## src/rtl/ra_bist_seq.sv

```systemverilog
// ra_bist_seq: command decoder and march/checkerboard sequencer for the array BIST mux.
// Build option: define RA_BIST_SEQ_RD1_EN to mirror every test read onto port 1 and
// compare port-1 data as well (a miss on either port counts as one fail).
// Handshake: ctl is qualified only by ctl_val and has no backpressure. Every cycle with
// ctl_val=1 is consumed as one command or data beat. Read data from the array is valid
// exactly RD_LAT cycles after the cycle in which bist_rd*_enb is high.
module ra_bist_seq #(
   parameter int RD_LAT = 1,
   parameter int FCNT_W = 8
) (
   input  logic        clk,
   input  logic        reset,
   input  logic [31:0] ctl,
   input  logic        ctl_val,
   input  logic [71:0] rd0_dat,
   input  logic [71:0] rd1_dat,
   output logic        active,
   output logic [31:0] status,
   output logic [71:0] rd_dat,
   output logic        bist_rd0_enb,
   output logic [5:0]  bist_rd0_adr,
   output logic        bist_rd1_enb,
   output logic [5:0]  bist_rd1_adr,
   output logic        bist_wr0_enb,
   output logic [5:0]  bist_wr0_adr,
   output logic [71:0] bist_wr0_dat,
   output logic [2:0]  dbg_state_o
);

   typedef enum logic [2:0] {
      S_IDLE, S_RD_WAIT, S_WD0, S_WD1, S_WD2, S_WR, S_RUN, S_DRAIN
   } state_t;

   localparam logic [71:0] CB = {36{2'b01}};

   state_t            state_q, state_d;
   logic [1:0]        elem_q, elem_d;
   logic [5:0]        a_q, a_d;
   logic              ph_q, ph_d;
   logic              tst_q, tst_d;
   logic [1:0]        drn_q, drn_d;
   logic [5:0]        wadr_q, wadr_d;
   logic [47:0]       wdat_q, wdat_d;
   logic              active_q;
   logic              rd_enb_q, rd_enb_d, rd_man_q, rd_man_d;
   logic [5:0]        rd_adr_q, rd_adr_d;
   logic [71:0]       exp_q, exp_d;
   logic              wr_enb_q, wr_enb_d;
   logic [5:0]        wr_adr_q, wr_adr_d;
   logic [71:0]       wr_dat_q, wr_dat_d;
   logic              done_q, done_d, fail_q, fail_d, bad_q, bad_d;
   logic [5:0]        ffadr_q, ffadr_d, lradr_q, lradr_d;
   logic [FCNT_W-1:0] fcnt_q, fcnt_d;
   logic [71:0]       rdd_q, rdd_d;
   // Read pipe: valid, manual-read flag, address and expected data travel with each read.
   logic [RD_LAT-1:0] pv_q, pm_q;
   logic [5:0]        pa_q [RD_LAT];
   logic [71:0]       pe_q [RD_LAT];
   logic              flush, mis, two, down, is_rd, iss_go, iss_p;
   logic [1:0]        iss_e;
   logic [5:0]        iss_a;
   logic [71:0]       pat;
   logic              unused_ctl;

   assign unused_ctl = ^ctl[27:24];

`ifdef RA_BIST_SEQ_RD1_EN
   assign mis          = (rd0_dat != pe_q[RD_LAT-1]) || (rd1_dat != pe_q[RD_LAT-1]);
   assign bist_rd1_enb = rd_enb_q;
   assign bist_rd1_adr = rd_adr_q;
`else
   logic unused_rd1;
   assign unused_rd1   = ^rd1_dat;
   assign mis          = (rd0_dat != pe_q[RD_LAT-1]);
   assign bist_rd1_enb = 1'b0;
   assign bist_rd1_adr = 6'd0;
`endif

   assign active       = active_q;
   assign rd_dat       = rdd_q;
   assign bist_rd0_enb = rd_enb_q;
   assign bist_rd0_adr = rd_adr_q;
   assign bist_wr0_enb = wr_enb_q;
   assign bist_wr0_adr = wr_adr_q;
   assign bist_wr0_dat = wr_dat_q;
   assign dbg_state_o  = state_q;

   // Status word assembled from registered fields.
   always_comb begin
      status                = '0;
      status[31]            = active_q;
      status[30]            = done_q;
      status[29]            = fail_q;
      status[28]            = bad_q;
      status[27:22]         = ffadr_q;
      status[21:16]         = lradr_q;
      status[FCNT_W-1:0]    = fcnt_q;
   end

   // Next state, next array operation, and result bookkeeping.
   always_comb begin
      state_d = state_q;  elem_d = elem_q;  a_d = a_q;  ph_d = ph_q;  tst_d = tst_q;
      drn_d = drn_q;  wadr_d = wadr_q;  wdat_d = wdat_q;
      rd_enb_d = 1'b0;  rd_adr_d = '0;  rd_man_d = 1'b0;  exp_d = '0;
      wr_enb_d = 1'b0;  wr_adr_d = '0;  wr_dat_d = '0;
      done_d = done_q;  fail_d = fail_q;  bad_d = bad_q;  ffadr_d = ffadr_q;
      lradr_d = lradr_q;  fcnt_d = fcnt_q;  rdd_d = rdd_q;
      flush = 1'b0;  iss_go = 1'b0;  iss_e = elem_q;  iss_a = a_q;  iss_p = 1'b0;
      pat = '0;  is_rd = 1'b0;
      // March elements e1/e2 take two cycles per address; e2 walks downwards.
      two  = !tst_q && (elem_q == 2'd1 || elem_q == 2'd2);
      down = !tst_q && (elem_q == 2'd2);

      if (state_q != S_IDLE && ctl_val && ctl == 32'h0) begin
         // Abort: drop everything in flight, done stays clear.
         state_d = S_IDLE;
         flush   = 1'b1;
      end else begin
         case (state_q)
            S_IDLE: if (ctl_val) begin
               done_d = 1'b0;  fail_d = 1'b0;  bad_d = 1'b0;  ffadr_d = '0;  fcnt_d = '0;
               case (ctl[31:28])
                  4'h0: ;
                  4'h8: begin
                     rd_enb_d = 1'b1;  rd_adr_d = ctl[5:0];  rd_man_d = 1'b1;
                     state_d  = S_RD_WAIT;
                  end
                  4'h9: begin
                     wadr_d  = ctl[5:0];
                     state_d = S_WD0;
                  end
                  4'hF: begin
                     if (ctl[7:0] <= 8'd1) begin
                        tst_d   = ctl[0];
                        iss_go  = 1'b1;  iss_e = 2'd0;  iss_a = 6'd0;  iss_p = 1'b0;
                        state_d = S_RUN;
                     end else begin
                        bad_d = 1'b1;
                     end
                  end
                  default: bad_d = 1'b1;
               endcase
            end
            S_RD_WAIT: if (pv_q[RD_LAT-1] && pm_q[RD_LAT-1]) begin
               done_d  = 1'b1;
               state_d = S_IDLE;
            end
            S_WD0: if (ctl_val) begin
               wdat_d[47:24] = ctl[23:0];
               state_d       = S_WD1;
            end
            S_WD1: if (ctl_val) begin
               wdat_d[23:0] = ctl[23:0];
               state_d      = S_WD2;
            end
            S_WD2: if (ctl_val) begin
               wr_enb_d = 1'b1;  wr_adr_d = wadr_q;  wr_dat_d = {wdat_q, ctl[23:0]};
               state_d  = S_WR;
            end
            S_WR: begin
               done_d  = 1'b1;
               state_d = S_IDLE;
            end
            S_RUN: begin
               iss_go = 1'b1;
               if (two && !ph_q) begin
                  iss_p = 1'b1;
               end else if (a_q == (down ? 6'd0 : 6'd63)) begin
                  if (elem_q == 2'd3) begin
                     iss_go  = 1'b0;
                     drn_d   = 2'(RD_LAT - 1);
                     state_d = S_DRAIN;
                  end else begin
                     iss_e = elem_q + 2'd1;
                     iss_a = (!tst_q && elem_q == 2'd1) ? 6'd63 : 6'd0;
                  end
               end else begin
                  iss_a = down ? a_q - 6'd1 : a_q + 6'd1;
               end
            end
            S_DRAIN: begin
               if (drn_q == 2'd0) begin
                  done_d  = 1'b1;
                  state_d = S_IDLE;
               end else begin
                  drn_d = drn_q - 2'd1;
               end
            end
            default: state_d = S_IDLE;
         endcase
         if (ctl_val && (state_q inside {S_RD_WAIT, S_WR, S_RUN, S_DRAIN}))
            bad_d = 1'b1;
      end

      // Translate the element/address/phase being issued into a read or a write.
      if (iss_go) begin
         elem_d = iss_e;  a_d = iss_a;  ph_d = iss_p;
         if (!tst_d) begin
            pat   = ((iss_e == 2'd1 && iss_p) || (iss_e == 2'd2 && !iss_p)) ? {72{1'b1}} : 72'h0;
            is_rd = (iss_e == 2'd3) || ((iss_e == 2'd1 || iss_e == 2'd2) && !iss_p);
         end else begin
            pat   = iss_a[0] ? ~CB : CB;
            if (iss_e[1]) pat = ~pat;
            is_rd = iss_e[0];
         end
         if (is_rd) begin
            rd_enb_d = 1'b1;  rd_adr_d = iss_a;  exp_d = pat;
         end else begin
            wr_enb_d = 1'b1;  wr_adr_d = iss_a;  wr_dat_d = pat;
         end
      end

      // Retire the read at the end of the pipe: capture a manual read or score a test read.
      if (!flush && pv_q[RD_LAT-1]) begin
         if (pm_q[RD_LAT-1]) begin
            rdd_d   = rd0_dat;
            lradr_d = pa_q[RD_LAT-1];
         end else if (mis) begin
            fail_d = 1'b1;
            if (!fail_q) ffadr_d = pa_q[RD_LAT-1];
            if (fcnt_q != {FCNT_W{1'b1}}) fcnt_d = fcnt_q + FCNT_W'(1);
         end
      end
   end

   // Control, output and status registers.
   always_ff @(posedge clk) begin
      if (reset) begin
         state_q <= S_IDLE;  elem_q <= '0;  a_q <= '0;  ph_q <= 1'b0;  tst_q <= 1'b0;
         drn_q <= '0;  wadr_q <= '0;  wdat_q <= '0;  active_q <= 1'b0;
         rd_enb_q <= 1'b0;  rd_adr_q <= '0;  rd_man_q <= 1'b0;  exp_q <= '0;
         wr_enb_q <= 1'b0;  wr_adr_q <= '0;  wr_dat_q <= '0;
         done_q <= 1'b0;  fail_q <= 1'b0;  bad_q <= 1'b0;  ffadr_q <= '0;
         lradr_q <= '0;  fcnt_q <= '0;  rdd_q <= '0;
      end else begin
         state_q <= state_d;  elem_q <= elem_d;  a_q <= a_d;  ph_q <= ph_d;  tst_q <= tst_d;
         drn_q <= drn_d;  wadr_q <= wadr_d;  wdat_q <= wdat_d;  active_q <= (state_d != S_IDLE);
         rd_enb_q <= rd_enb_d;  rd_adr_q <= rd_adr_d;  rd_man_q <= rd_man_d;  exp_q <= exp_d;
         wr_enb_q <= wr_enb_d;  wr_adr_q <= wr_adr_d;  wr_dat_q <= wr_dat_d;
         done_q <= done_d;  fail_q <= fail_d;  bad_q <= bad_d;  ffadr_q <= ffadr_d;
         lradr_q <= lradr_d;  fcnt_q <= fcnt_d;  rdd_q <= rdd_d;
      end
   end

   // Read pipe: shifts RD_LAT stages so the compare lines up with the returned data.
   always_ff @(posedge clk) begin
      if (reset || flush) begin
         pv_q <= '0;
         pm_q <= '0;
      end else begin
         pv_q[0] <= rd_enb_q;
         pm_q[0] <= rd_man_q;
         for (int i = 1; i < RD_LAT; i++) begin
            pv_q[i] <= pv_q[i-1];
            pm_q[i] <= pm_q[i-1];
         end
      end
      pa_q[0] <= rd_adr_q;
      pe_q[0] <= exp_q;
      for (int i = 1; i < RD_LAT; i++) begin
         pa_q[i] <= pa_q[i-1];
         pe_q[i] <= pe_q[i-1];
      end
   end

endmodule
```

## config.mk

```make
export PLATFORM = sky130hd
export DESIGN_NAME = ra_bist_seq
export DESIGN_NICKNAME = d
export VERILOG_FILES = /design/src/rtl/ra_bist_seq.sv
export SDC_FILE = /design/constraint.sdc
export NUM_CORES = 1
export LEC_CHECK = 0
export ABC_AREA = 1
export CORE_AREA = 4 4 181 183
export DETAILED_ROUTE_END_ITERATION = 7
export DIE_AREA = 0 0 185 187
export RECOVER_POWER = 100
export SYNTH_ARGS = -nofsm -noshare
export SYNTH_HDL_FRONTEND = slang
export SYNTH_SLANG_ARGS = --single-unit
```

## constraint.sdc

```tcl
create_clock -name clk -period 4.41 [get_ports clk]
set_clock_uncertainty 0.1 [all_clocks]
set_input_delay 0.882 -clock clk [delete_from_list [all_inputs] [get_ports clk]]
set_output_delay 0.882 -clock clk [all_outputs]
set_load 0.05 [all_outputs]
```

==> results of run 1 <==
-- critical path: cells and delay by family, from the launching register on --
| kind | cells | cell delay, ns |
|---|---|---|
| AO/OA/AOI/OAI | 4 | 0.73 |
| buffers and inverters | 5 | 0.69 |
| adder cells (fa/ha/maj) | 3 | 0.84 |
| flip-flops | 1 | 0.42 |
| AND/OR/NAND/NOR | 9 | 1.13 |
-- metal layers --
metal | global-route usage, % | vias up
met4 | 5.138 | 0
met2 | 31.51 | 296
li1 | - | 5145
met1 | 27.23 | 4667
met5 | 0 | -
met3 | 2.762 | 56
-- final cells by class --
| type | instances | area, µm² | area share, % |
|---|---|---|---|
| sequential | 264 | 5285 | 35.36 |
| multi-input combinational | 960 | 4546 | 30.41 |
| timing repair buffer | 329 | 3193 | 21.36 |
| clock buffer | 38 | 799.5 | 5.349 |
| tap | 402 | 503.0 | 3.365 |
| inverter | 115 | 432.9 | 2.896 |
| clock inverter | 14 | 187.7 | 1.256 |
-- metrics by stage --
stage	power [mW]	util, %	std cells	hold WS [ns]	setup WS [ns]
global route	6.011	47.86	2122	0.2472	0.01223
detailed placement	3.356	45.07	2070	0.2175	0.2108
finish	5.786	47.86	2122	0.2385	0.3993
CTS	5.857	48.23	2122	0.2364	0.3371
global placement	3.352	45.07	2070	0.2129	0.2875
floorplan	3.044	-	1428	0.2096	0.9990
-- worst max-delay path by stage --
stage / to / slack, ns / cells after the start
finish: bist_wr0_dat[21] / 0.40 / 21
detailed placement: bist_wr0_dat[11] / 0.21 / 18
global route: bist_wr0_dat[61] / 0.01 / 21
floorplan: bist_wr0_dat[63] / 1.0 / 20
global placement: bist_wr0_dat[9] / 0.29 / 18
CTS: bist_wr0_dat[11] / 0.34 / 21
-- state kept, by name, summed over array words and instances (netlist names), 2 cells and up --
name,count
bist_wr0_dat,72
wadr_q,6
drn_q,2
pa_q,6
ffadr_q,6
dbg_state_o,3
rd_dat,72
bist_rd0_adr,6
bist_wr0_adr,6
elem_q,2
pe_q,2
exp_q,2
wdat_q,48
a_q,6
lradr_q,6
fcnt_q,8
-- timing repair --
action,in CTS,in global routing
endpoints found under the setup margin,0,22
buffers inserted,0,0
resized for setup,0,1
-- kinds of logic (layout without fill, tap and decap cells) --
group           after synthesis  after routing  share of synthesized area (%)
compound gates              321            321                          16.51
xor+xnor                      7              7                         0.5714
fa+ha+maj                    16             16                          1.936
buf+inv                     204            496                          8.337
flops                       264            264                          49.25
other cells                   1             15                        0.03495
simple gates                601            601                          23.36
-- cells in the mapped netlist (all sizes together), types with 3 or more instances --
cell type	instances
nor2	280
dfxtp	264
nand2	224
o21ai	158
a21oi	136
inv	114
clkbuf	56
nand3	35
buf	33
nor3	29
nand4	21
ha	15
o211ai	9
nor4	5
o22ai	5
xor2	5
or2	4
a31oi	3
o32ai	3
-- power by group through the flow --
stage,Clock (mW),Sequential [mW],Combinational [mW]
5_1_grt,2.64,2.51,0.862
3_5_place_dp,0,2.55,0.802
2_1_floorplan,0,2.63,0.415
6_report,2.49,2.50,0.795
3_3_place_gp,0,2.55,0.799
4_1_cts,2.55,2.50,0.808
==> results_dict.tcl, run 1 <==
set metrics [dict create \
    whs_endpoint "pe_q[0][69]" \
    synth.avg_cell_area_um2 7.589 \
    grt_first_pass_wirelength_mm 54.15 \
    worst-setup-path-type "reg2reg" \
    powerDensity_nw_per_um2 387.1 \
    place_congestion 0.8869 \
    power_frac_comb_pct 13.7 \
    num_antenna_cells 0 \
    worst_setup_path_end_kind "register" \
    r2r_cells 21 \
    start_kind "register" \
    initial_core_util_pct 34.36 \
    vdd_drop_max_mv 0.3468 \
    cp.arrival_ns 4.36 \
    grt_pass1_vias 9719 \
    ys_types 45 \
    drt-total-wl_mm 35.37 \
    ys_seq_area_share_pct 49.25 \
    rsz0062_at_grt "no" \
    reg2reg_from "elem_q[0]" \
    slowest_delay_ns 0.42 \
    postSynth.asyncResetShare_pct 0 \
    synthCells 1414 \
    clock_sinks 264 \
    worst_slew_pin_slew_ns 1.195 \
    synthFlopType "dfxtp_1" \
    port_buffers 292 \
    tritoncts "done" \
    num_rows 65 \
    die_width_um 185 \
    clockRootBuffer "clkbuf_16" \
    relSlewSlack_pct 20.32 \
    power_frac_seq_pct 43.2 \
    syn2layout_area_growth_pct 39.30 \
    antenna_found_initial 0 \
    layout_common_cells "272 x nor2_1, 264 x dfxtp_1, 217 x nand2_1" \
    fmax_ghz 0.2493 \
    fin_crit_ns 4.011 \
    drc 0 \
    grt_max_degree 109 \
    synth_area_leaders "dfxtp_1 49%, nor2_1 9.5%, nand2_1 7.6%, o21ai_0 7.3%, a21oi_1 5.3%" \
    drt_iter0_drc 737 \
    place_area_um2 14070 \
    die_h_um 187 \
    fin_nets 1894 \
    syn_area_um2 10730 \
    insertion_delay_ns 0.54 \
    wl_met3_mm 1.846 \
    dieArea_um2 34600 \
    top_layer "met4" \
    synth_area_leader_cell "dfxtp_1" \
    slew_violations 0 \
    grt.total_usage_pct 19.44 \
    grt-ovfl-total 0 \
    synth_top_cell_area_share_pct 49.25 \
    finalSetupTns_ns 0 \
    layout-drive-gt1-share_pct 6.919 \
    clk_pin_slew_ns 0.06 \
    finalCritPeriodShare_pct 90.95 \
    cts_max_level 1 \
    clk_path_buf_depth 3 \
    r2r_slack_ns 0.40 \
    ys_ff_latch 264 \
    routed_via_density 4.790 \
    outcome "completed" \
    cp.required_ns 4.76 \
    fillCellCount 3104 \
    io_pins 380 \
    intPower_mw 4.222 \
    hold_viol 0 \
    design_area_um2 14950 \
    core_um2 31230 \
    dp_hpwl_mm 25.59 \
    num_vias 10164 \
    wl_met1_mm 16.39 \
    holdBufCountCts 0 \
    p_sw_share_pct 27.04 \
    cp_max_fo 20 \
    wl_per_cell_um 16.67 \
    postRouteAntennaNets 0 \
    final_common_cell "nor2_1" \
    setup.worst_path.start "elem_q[0]" \
    switching_power_mw 1.565 \
    crit_slowest_cell "dfxtp_1" \
    hp-class "reg2reg" \
    met2WireLength_mm 16.22 \
    setup_viol 0 \
    cts_buffers 29 \
    timing.rr.end "bist_wr0_dat[21]" \
    whs_path_depth 0 \
    crit_chain "inv_1 -> ha_1 -> inv_1 -> nor2_1 -> buf_4 -> ha_1 -> nand2_1 -> nor2_2 -> nand2_2 -> nor2_2 -> inv_1 -> a21oi_1 -> nand2_1 -> nand2_1 -> ha_1 -> a21oi_1 -> nand2_2 -> a21oi_4 -> nand3_4 -> buf_4 -> a21oi_1" \
    min_from "exp_q[69]" \
    power_leakage_nw 6.767 \
    synth_warnings 0 \
    power_frac_clock_pct 43.0 \
    synth_edf_count 0 \
    dr.pass1.iters 5 \
    drv_cap 0 \
]
(Power assumes the default switching activity.)
==> run 2: changes to the inputs <==
--- a/config.mk
+++ b/config.mk
@@ -10,6 +10,7 @@
 export DETAILED_ROUTE_END_ITERATION = 7
 export DIE_AREA = 0 0 185 187
 export RECOVER_POWER = 100
+export SKIP_LAST_GASP = 1
 export SYNTH_ARGS = -nofsm -noshare
 export SYNTH_HDL_FRONTEND = slang
 export SYNTH_SLANG_ARGS = --single-unit
==> constraint.sdc (replaced) <==
create_clock -name clk -period 4.41 [get_ports clk]
set_clock_uncertainty 0.1 [all_clocks]
set_input_delay 0.441 -clock clk [delete_from_list [all_inputs] [get_ports clk]]
set_output_delay 0.441 -clock clk [all_outputs]
set_load 0.05 [all_outputs]
==> results_dict.tcl, run 2 (synthesized netlist as in run 1, its figures left out) <==
set metrics [dict create \
    cp_max_fo 108 \
    fillCellCount 3135 \
    clk_pin_slew_ns 0.06 \
    layout_common_cells "274 x nor2_1, 264 x dfxtp_1, 217 x nand2_1" \
    fin_ws_ns 0.3665 \
    routed_via_density 4.776 \
    place_congestion 0.8918 \
    grt.total_usage_pct 19.45 \
    insertion_delay_ns 0.54 \
    holdBufCountCts 0 \
    placed_cells 2049 \
    cp.arrival_ns 4.37 \
    fmax_ghz 0.2473 \
    violations "max-capacitance violations, max-slew violations" \
    grt_busiest_layer "met2" \
    gr-usage-met2_pct 31.10 \
    die_width_um 185 \
    clk_path_buf_depth 3 \
    grtUsageMet3_pct 3.306 \
    power_leakage_nw 6.706 \
    drt-total-wl_mm 35.55 \
    io_pins 380 \
    cts_buffers 30 \
    setup_viol 0 \
    antenna_found_initial 2 \
    layout-drive-gt1-share_pct 6.988 \
    grt_first_pass_wirelength_mm 54.43 \
    initial_core_util_pct 34.36 \
    die_h_um 187 \
    fin_nets 1874 \
    final_common_cell "nor2_1" \
    place_area_um2 13890 \
    grt_pass1_vias 9685 \
    num_vias 10062 \
    fin_cells 2107 \
    finalCritPeriodShare_pct 91.69 \
    gr-usage-met1_pct 26.58 \
    grt_max_degree 109 \
    fin_crit_ns 4.044 \
    pre_cts_ws_ns 0.3920 \
    clockRootBuffer "clkbuf_16" \
    cts_max_level 1 \
    dieArea_um2 34600 \
    num_rows 65 \
    powerDensity_nw_per_um2 398.9 \
    core_um2 31230 \
    vdd_drop_max_mv 0.3459 \
    worst_setup_path_end_kind "register" \
    tritoncts "done" \
    worst-setup-path-type "in2reg" \
    rsz0062_at_grt "yes" \
    design_area_um2 14940 \
    dr.pass1.iters 4 \
    hp-class "in2reg" \
    drc 0 \
    drv_cap 1 \
    relSlewSlack_pct -26.73 \
    start_kind "input pin" \
    hold_viol 0 \
    worst_slew_pin_slew_ns 1.901 \
    syn2layout_area_growth_pct 39.27 \
    cp.required_ns 4.74 \
    postRouteAntennaNets 0 \
    outcome "finished with violations" \
    drt_iter0_drc 606 \
    grt-ovfl-total 0 \
    wl_per_cell_um 16.87 \
    port_buffers 292 \
    dp_hpwl_mm 25.58 \
    slew_violations 109 \
    clock_sinks 264 \
    p_total_mw 5.962 \
]
==> run 2: routing by layer <==
metal | routed length (µm) | part of all wire, %
met1 | 16030 | 45
met2 | 16290 | 46
met3 | 1992 | 5.6
met4 | 1231 | 3.5
met5 | 0 | 0
==> run 2: path summary, 6_finish.rpt <==
| check | depth (start not counted) | end | start | slack [ns] |
|---|---|---|---|---|
| setup / recovery | 12 | rd_dat[11] | ctl_val | 0.37 |
| hold / removal | 2 | a_q[0] | reset | 0.19 |
| setup reg to reg | 21 | bist_wr0_dat[23] | elem_q[0] | 0.38 |
| hold reg to reg | 0 | pe_q[0][70] | exp_q[70] | 0.23 |
==> run 2: repair_timing <==
action                                  in CTS  in global routing
endpoints found under the setup margin       0                 19
resized for setup                            0                  1
hold endpoints to repair                     0                  0
buffers inserted                             0                  0
==> run 2: through the flow <==
stage                     utilization [%]  setup TNS (ns)  hold slack, ns
after floorplan                         -               0          0.2096
after global placement              44.48               0          0.2131
after detailed placement            44.48               0          0.2150
after CTS                           47.94               0          0.1581
after global routing                47.85         -0.1881          0.1916
final                               47.85               0          0.1866
==> run 2: worst max-delay path: stages <==
cell and delay, ns:
dlygate4sd3_1 0.64, inv_1 0.22, nor2_2 0.05, nand2_1 0.07, nor3_1 0.05, nand2_1 0.19, clkbuf_1 0.38, inv_1 0.23
nor2_1 0.22, clkbuf_2 1.38, o21ai_0 0.23, a21oi_1 0.21
==> run 2: cell type report <==
type | instances | area [µm²] | share of cell area, %
clock buffers | 37 | 828.3 | 5.543
inverters | 115 | 432.9 | 2.897
clock inverters | 19 | 251.5 | 1.683
well taps | 402 | 503.0 | 3.366
repair buffers | 308 | 3035 | 20.31
diodes | 2 | 5.005 | 0.03349
multi-input cells | 960 | 4603 | 30.80
flip-flops and latches | 264 | 5285 | 35.37
==> run 2: power by group <==
| group | switching (mW) | total [mW] | internal [mW] |
|---|---|---|---|
| clock network | 1.04 | 2.68 | 1.64 |
| logic | 0.538 | 0.781 | 0.243 |
| registers | 0.0396 | 2.50 | 2.46 |
| total | 1.62 | 5.96 | 4.34 |
==> RTL change 1 (settings of run 2) <==
Register the output `status`, with the module's reset; this adds one clock of latency there. The other outputs are not delayed to match.
--- a/src/rtl/ra_bist_seq.sv
+++ b/src/rtl/ra_bist_seq.sv
@@ -33,6 +33,8 @@
 
    localparam logic [71:0] CB = {36{2'b01}};
 
+   logic [31:0] status_d;
+
    state_t            state_q, state_d;
    logic [1:0]        elem_q, elem_d;
    logic [5:0]        a_q, a_d;
@@ -87,14 +89,14 @@
 
    // Status word assembled from registered fields.
    always_comb begin
-      status                = '0;
-      status[31]            = active_q;
-      status[30]            = done_q;
-      status[29]            = fail_q;
-      status[28]            = bad_q;
-      status[27:22]         = ffadr_q;
-      status[21:16]         = lradr_q;
-      status[FCNT_W-1:0]    = fcnt_q;
+      status_d              = '0;
+      status_d[31]            = active_q;
+      status_d[30]            = done_q;
+      status_d[29]            = fail_q;
+      status_d[28]            = bad_q;
+      status_d[27:22]         = ffadr_q;
+      status_d[21:16]         = lradr_q;
+      status_d[FCNT_W-1:0]    = fcnt_q;
    end
 
    // Next state, next array operation, and result bookkeeping.
@@ -263,4 +265,12 @@
       end
    end
 
+   always_ff @(posedge clk) begin
+      if (reset) begin
+         status <= '0;
+      end else begin
+         status <= status_d;
+      end
+   end
+
 endmodule
Function: changed (Yosys sat finds a counterexample within 4 cycles, from zero or initial values and one cycle with reset high).
==> RTL change 1 against run 2 <==
The run still ends with max-capacitance violations, max-slew violations left; final cell count grew 4.1%; combinational power grew 2.8%; setup slack lost 0.045 ns; sequential cell count grew 24; area after synthesis grew 6.0%; first-iteration DRC count grew 18%; cell area grew 4.8%; total power grew 5.7%; routed wire length grew 6.0%; via count grew 5.9%; non-clock buffer count grew 17; highest routed layer unchanged.
==> RTL change 1: results (changes against run 2) <==
- Violated checks: max-capacitance violations, max-slew violations (unchanged).
- The number of DRC markers in iteration 0 is 714 (was 606).
- The post-synthesis share of cell area spent on xor and xnor gates came to 0.00462 (was 0.00571).
- The net count of the finished layout came to 1963 (was 1874).
- The routed via count divided by cell count came to 4.86 (was 4.78).
- The path depth of the worst reg2reg path is 20 (was 21).
- The number of pins with negative max-slew slack in the final report is 42 (was 109).
- The switching power is 1.67 mW (was 1.62 mW).
- The reg-to-reg critical path endpoint is bist_wr0_dat[0]$_SDFF_PP0_ (was bist_wr0_dat[23]$_SDFF_PP0_).
- The register-to-register setup slack is 0.36 ns (was 0.38 ns).
- Run status: finished with violations (unchanged).
- The via count of the first global-routing pass is 10.4k (was 9685).
- The routing usage on met3 is 0.0556 (was 0.0331).
- The number of detailed-route iterations in the first pass is 5 (was 4).
- The max-capacitance violation count is 1 (unchanged).
- Top cell types by occurrence after synthesis: sky130_fd_sc_hd__nor2_1 (292), sky130_fd_sc_hd__dfxtp_1 (288), sky130_fd_sc_hd__nand2_1 (213) (was sky130_fd_sc_hd__nor2_1 (273), sky130_fd_sc_hd__dfxtp_1 (264), sky130_fd_sc_hd__nand2_1 (216)).
- The post-detailed-placement half-perimeter wirelength was 27.3 mm (was 25.6 mm).
- The largest net degree at the start of global routing came to 99 (was 109).
- The length of routed met3 wiring is 2.81 mm (was 1.99 mm).
- The global-route wire length before repair is 58.3 mm (was 54.4 mm).
- The global routing usage summed across all routing layers is 0.210 (was 0.195).
- The placed cell count is 2137 (was 2049).
- The clock latency reported for the late side of the worst-skew pair is 0.57 ns (was 0.54 ns).
- The origin of the worst min-delay path is exp_q[69]$_SDFF_PP0_ (was reset).
- The met1 layer usage reported by global route is 0.275 (was 0.266).
- The post-synthesis share of cell area spent on full adders, half adders and majority gates is 0.0183 (was 0.0194).
- The arrival time of data at the critical path endpoint is 4.42 ns (was 4.37 ns).
- The share of post-route cells with drive strength above 1 is 0.0597 (was 0.0699).
- The static power due to leakage came to 6.96 nW (was 6.71 nW).
- The number of vias in the routed layout came to 10.7k (was 10.1k).
- The weighted congestion reported at the end of routability-driven placement is 0.895 (was 0.892).
- The peak ir drop on the vdd network was 236 uV (was 346 uV).
- The pre-CTS setup slack came to 0.250 ns (was 0.392 ns).
- The worst hold slack across all endpoints is 0.234 ns (was 0.187 ns).
- The worst min-delay path category is reg -> reg (was in -> reg).
- The post-synthesis compound-gate area fraction was 0.166 (was 0.165).
[RTL change 1: cell count changes after synthesis, sizes merged, moves of 6 or more]
cell    before  now
nand3       35   44
o21ai      158  168
nand2      224  216
inv        114  130
buf         33   25
dfxtp      264  288
clkbuf      56   62
nor3        29   23
a21oi      136  149
nor2       280  297
[RTL change 1: what timing repair did]
| item | in CTS | in global routing |
|---|---|---|
| hold endpoints to repair | 0 | 0 |
| resized for setup | 0 | 1 |
| hold buffers | 0 | 0 |
| setup endpoints to repair | 0 | 56 |
[RTL change 1: how the worst max path moves through the flow]
stage                                 startpoint                     endpoint  slack (ns)  cells after the start
after global routing      elem_q[0]$_SDFFE_PP0P_   bist_wr0_dat[2]$_SDFF_PP0_        0.02                     20
after floorplan           elem_q[0]$_SDFFE_PP0P_  bist_wr0_dat[59]$_SDFF_PP0_        0.97                     20
after global placement    elem_q[0]$_SDFFE_PP0P_   bist_wr0_dat[9]$_SDFF_PP0_        0.38                     20
final                                      reset   bist_rd0_adr[5]$_SDFF_PP0_        0.32                      6
after CTS                 elem_q[0]$_SDFFE_PP0P_  bist_wr0_dat[63]$_SDFF_PP0_        0.23                     20
after detailed placement  elem_q[0]$_SDFFE_PP0P_  bist_wr0_dat[63]$_SDFF_PP0_        0.25                     20
[RTL change 1: final cells by class]
cell class / count / area, um^2
fillers: 3050 / 15600
flip-flops and latches: 288 / 5770
multi-input cells: 991 / 4650
repair buffers: 325 / 3170
clock buffers: 46 / 912
well taps: 402 / 503
inverters: 131 / 493
clock inverters: 11 / 166
[RTL change 1: logic make-up after synthesis]
group | Yosys count
flops | 288
simple gates | 614
buf+inv | 218
xor+xnor | 6
compound gates | 340
other cells | 1
fa+ha+maj | 16
[RTL change 1: power groups by stage]
| stage | Sequential [mW] | Clock, mW | Combinational [mW] |
|---|---|---|---|
| after floorplan | 2.94 | 0 | 0.375 |
| after global placement | 2.82 | 0 | 0.816 |
| after detailed placement | 2.82 | 0 | 0.819 |
| after CTS | 2.76 | 2.80 | 0.823 |
| after global routing | 2.77 | 2.90 | 0.879 |
| final | 2.76 | 2.73 | 0.803 |
[RTL change 1: worst max-delay path, cell delays in order]
cell                         delay [ns]
sky130_fd_sc_hd__clkbuf_1          1.33
sky130_fd_sc_hd__clkinvlp_2        1.43
sky130_fd_sc_hd__clkbuf_2          0.69
sky130_fd_sc_hd__nand3_1           0.26
sky130_fd_sc_hd__nand2_1           0.06
sky130_fd_sc_hd__and2_1            0.18
[RTL change 1: metrics by stage]
stage | utilization | total power, mW | cell area (um^2)
after detailed placement | 0.470 | 3.64 | 14700
after global placement | 0.470 | 3.63 | 14700
final | 0.501 | 6.30 | 15700
after floorplan | - | 3.31 | 11400
after CTS | 0.505 | 6.38 | 15800
after global routing | 0.501 | 6.56 | 15700
==> RTL change 2 (config.mk and constraints of run 2) <==
Without the edit above. Change the parameter `RD_LAT` from 1 to 2.
--- a/src/rtl/ra_bist_seq.sv
+++ b/src/rtl/ra_bist_seq.sv
@@ -5,7 +5,7 @@
 // ctl_val=1 is consumed as one command or data beat. Read data from the array is valid
 // exactly RD_LAT cycles after the cycle in which bist_rd*_enb is high.
 module ra_bist_seq #(
-   parameter int RD_LAT = 1,
+   parameter int RD_LAT = 2,
    parameter int FCNT_W = 8
 ) (
    input  logic        clk,
Check against the original RTL: not equivalent (Yosys sat finds a counterexample within 4 cycles, from zero or initial values and one cycle with reset high).
==> RTL change 2 against run 2 <==
Cell area grew 2.0%; worst hold slack gained 0.033 ns; first-iteration DRC count grew 20%; setup slack gained 0.11 ns; routed wire length grew 3.0%; area after synthesis grew 2.9%; sequential cell count grew 10; synthesized cell count grew 2.4%; maximum frequency grew 2.9%; count of clock-buffer cells in the layout grew 12; total power shrank 3.4%; highest routed layer unchanged.
==> RTL change 2: results (changes against run 2) <==
- Run status: completed (was finished with violations).
- The worst hold slack across all endpoints is 0.220 ns (was 0.187 ns).
- The number of detailed-route iterations in the first pass was 5 (was 4).
- The clock latency reported for the late side of the worst-skew pair is 0.56 ns (was 0.54 ns).
- The register-to-register setup slack came to 0.48 ns (was 0.38 ns).
- The global-route wire length before repair was 56.2 mm (was 54.4 mm).
- The largest net degree at the start of global routing is 97 (was 109).
- Top cell types by occurrence after synthesis: sky130_fd_sc_hd__dfxtp_1 (274), sky130_fd_sc_hd__nor2_1 (244), sky130_fd_sc_hd__nand2_1 (216) (was sky130_fd_sc_hd__nor2_1 (273), sky130_fd_sc_hd__dfxtp_1 (264), sky130_fd_sc_hd__nand2_1 (216)).
- The number of pins with negative max-slew slack in the final report is 0 (was 109).
- The number of buffers added by the clock tree synthesis step is 31 (was 30).
- The design internal power is 4.31 mW (was 4.34 mW).
- The portion of the post-synthesis area used by sequential elements came to 0.497 (was 0.493).
- The routed via count divided by cell count came to 4.85 (was 4.78).
- The net count of the finished layout is 1918 (was 1874).
- The average detailed-routed wire length per instance was 17.0 um (was 16.9 um).
- The worst-case headroom to the max-slew limit is 0.203 (was -0.267).
- The final antenna diode count is 0 (was 2).
- The largest stage delay on the critical path is 0.41 ns (was 1.38 ns).
- The unique cell type count in the Yosys netlist is 41 (was 45).
- The static power due to leakage came to 6.81 nW (was 6.71 nW).
- The global routing usage summed across all routing layers was 0.201 (was 0.195).
- The cell with the largest stage delay on the worst path was sky130_fd_sc_hd__dfxtp_1 (was sky130_fd_sc_hd__clkbuf_2).
- The via count of the first global-routing pass is 9913 (was 9685).
- The highest clock frequency the design can meet is 255 MHz (was 247 MHz).
- The number of antenna violations at the first check in global routing came to 0 (was 2).
- The kind of cell adding the most delay to the critical path is simple AND/OR/NAND/NOR gates (was buffers and inverters).
- The pre-CTS setup slack was 0.315 ns (was 0.392 ns).
- The highest fanout seen on the critical path is 36 (was 108).
- The clock network fraction of design power is 0.452 (was 0.450).
RTL change 2: cell types whose count changed in the layout (fill, tap and decap cells not counted), sizes merged, moves of 3 or more:
cell / delta
clkbuf: +12
buf: +9
nand3: +6
dfxtp: +10
clkinv: -7
nor2: -25
inv: +18
a21oi: +26
nor4: +3
nand4: +7
o22ai: -5
RTL change 2: kinds of logic (layout without fill, tap and decap cells):
family,after synthesis,in the layout,synth area share
buffers and inverters,223,508,0.0873
AND/OR/NAND/NOR,585,585,0.226
flip-flops,274,274,0.497
XOR/XNOR,7,7,0.00556
adder cells (fa/ha/maj),16,16,0.0188
other,1,15,0.000340
AO/OA/AOI/OAI,342,342,0.165
RTL change 2: per-stage QoR:
step,area (um^2),instances
floorplan,11100,1462
global placement,14300,2091
detailed placement,14300,2091
CTS,15300,2148
global route,15200,2149
finish,15200,2149
RTL change 2: final cells by class:
| class | count | area (um^2) |
|---|---|---|
| clock inverter | 8 | 133 |
| timing repair buffer | 317 | 3110 |
| tap | 402 | 503 |
| inverter | 134 | 505 |
| multi-input combinational | 965 | 4600 |
| fill | 3130 | 16000 |
| sequential | 274 | 5490 |
| clock buffer | 49 | 903 |
RTL change 2: layer usage:
metal / part of all wire / vias up / track usage / wire (um)
met4: 0.025 / 0 / 0.0517 / 901
met3: 0.085 / 51 / 0.0441 / 3110
met5: 0 / - / 0 / 0
li1: - / 5248 / - / -
met2: 0.46 / 371 / 0.328 / 16800
met1: 0.43 / 4753 / 0.270 / 15800
RTL change 2: power by group through the flow:
| stage | Sequential, mW | Combinational, mW | Clock, mW |
|---|---|---|---|
| floorplan | 2.66 | 0.309 | 0 |
| global placement | 2.62 | 0.589 | 0 |
| detailed placement | 2.62 | 0.593 | 0 |
| CTS | 2.57 | 0.597 | 2.67 |
| global route | 2.58 | 0.635 | 2.78 |
| finish | 2.57 | 0.586 | 2.60 |
RTL change 2: path summary, 6_finish.rpt:
path	start	end	depth (start not counted)
max reg2reg	elem_q[0]$_SDFFE_PP0P_	bist_wr0_dat[41]$_SDFF_PP0_	22
min	pa_q[0][4]$_DFF_P_	pa_q[0][10]$_DFF_P_	0
min reg2reg	pa_q[0][4]$_DFF_P_	pa_q[0][10]$_DFF_P_	0
max	elem_q[0]$_SDFFE_PP0P_	bist_wr0_dat[41]$_SDFF_PP0_	22
RTL change 2: repair_timing:
action	in CTS	in global routing
endpoints found under the setup margin	0	76
resized for setup	0	2
setup buffers	0	1
hold buffers	0	0
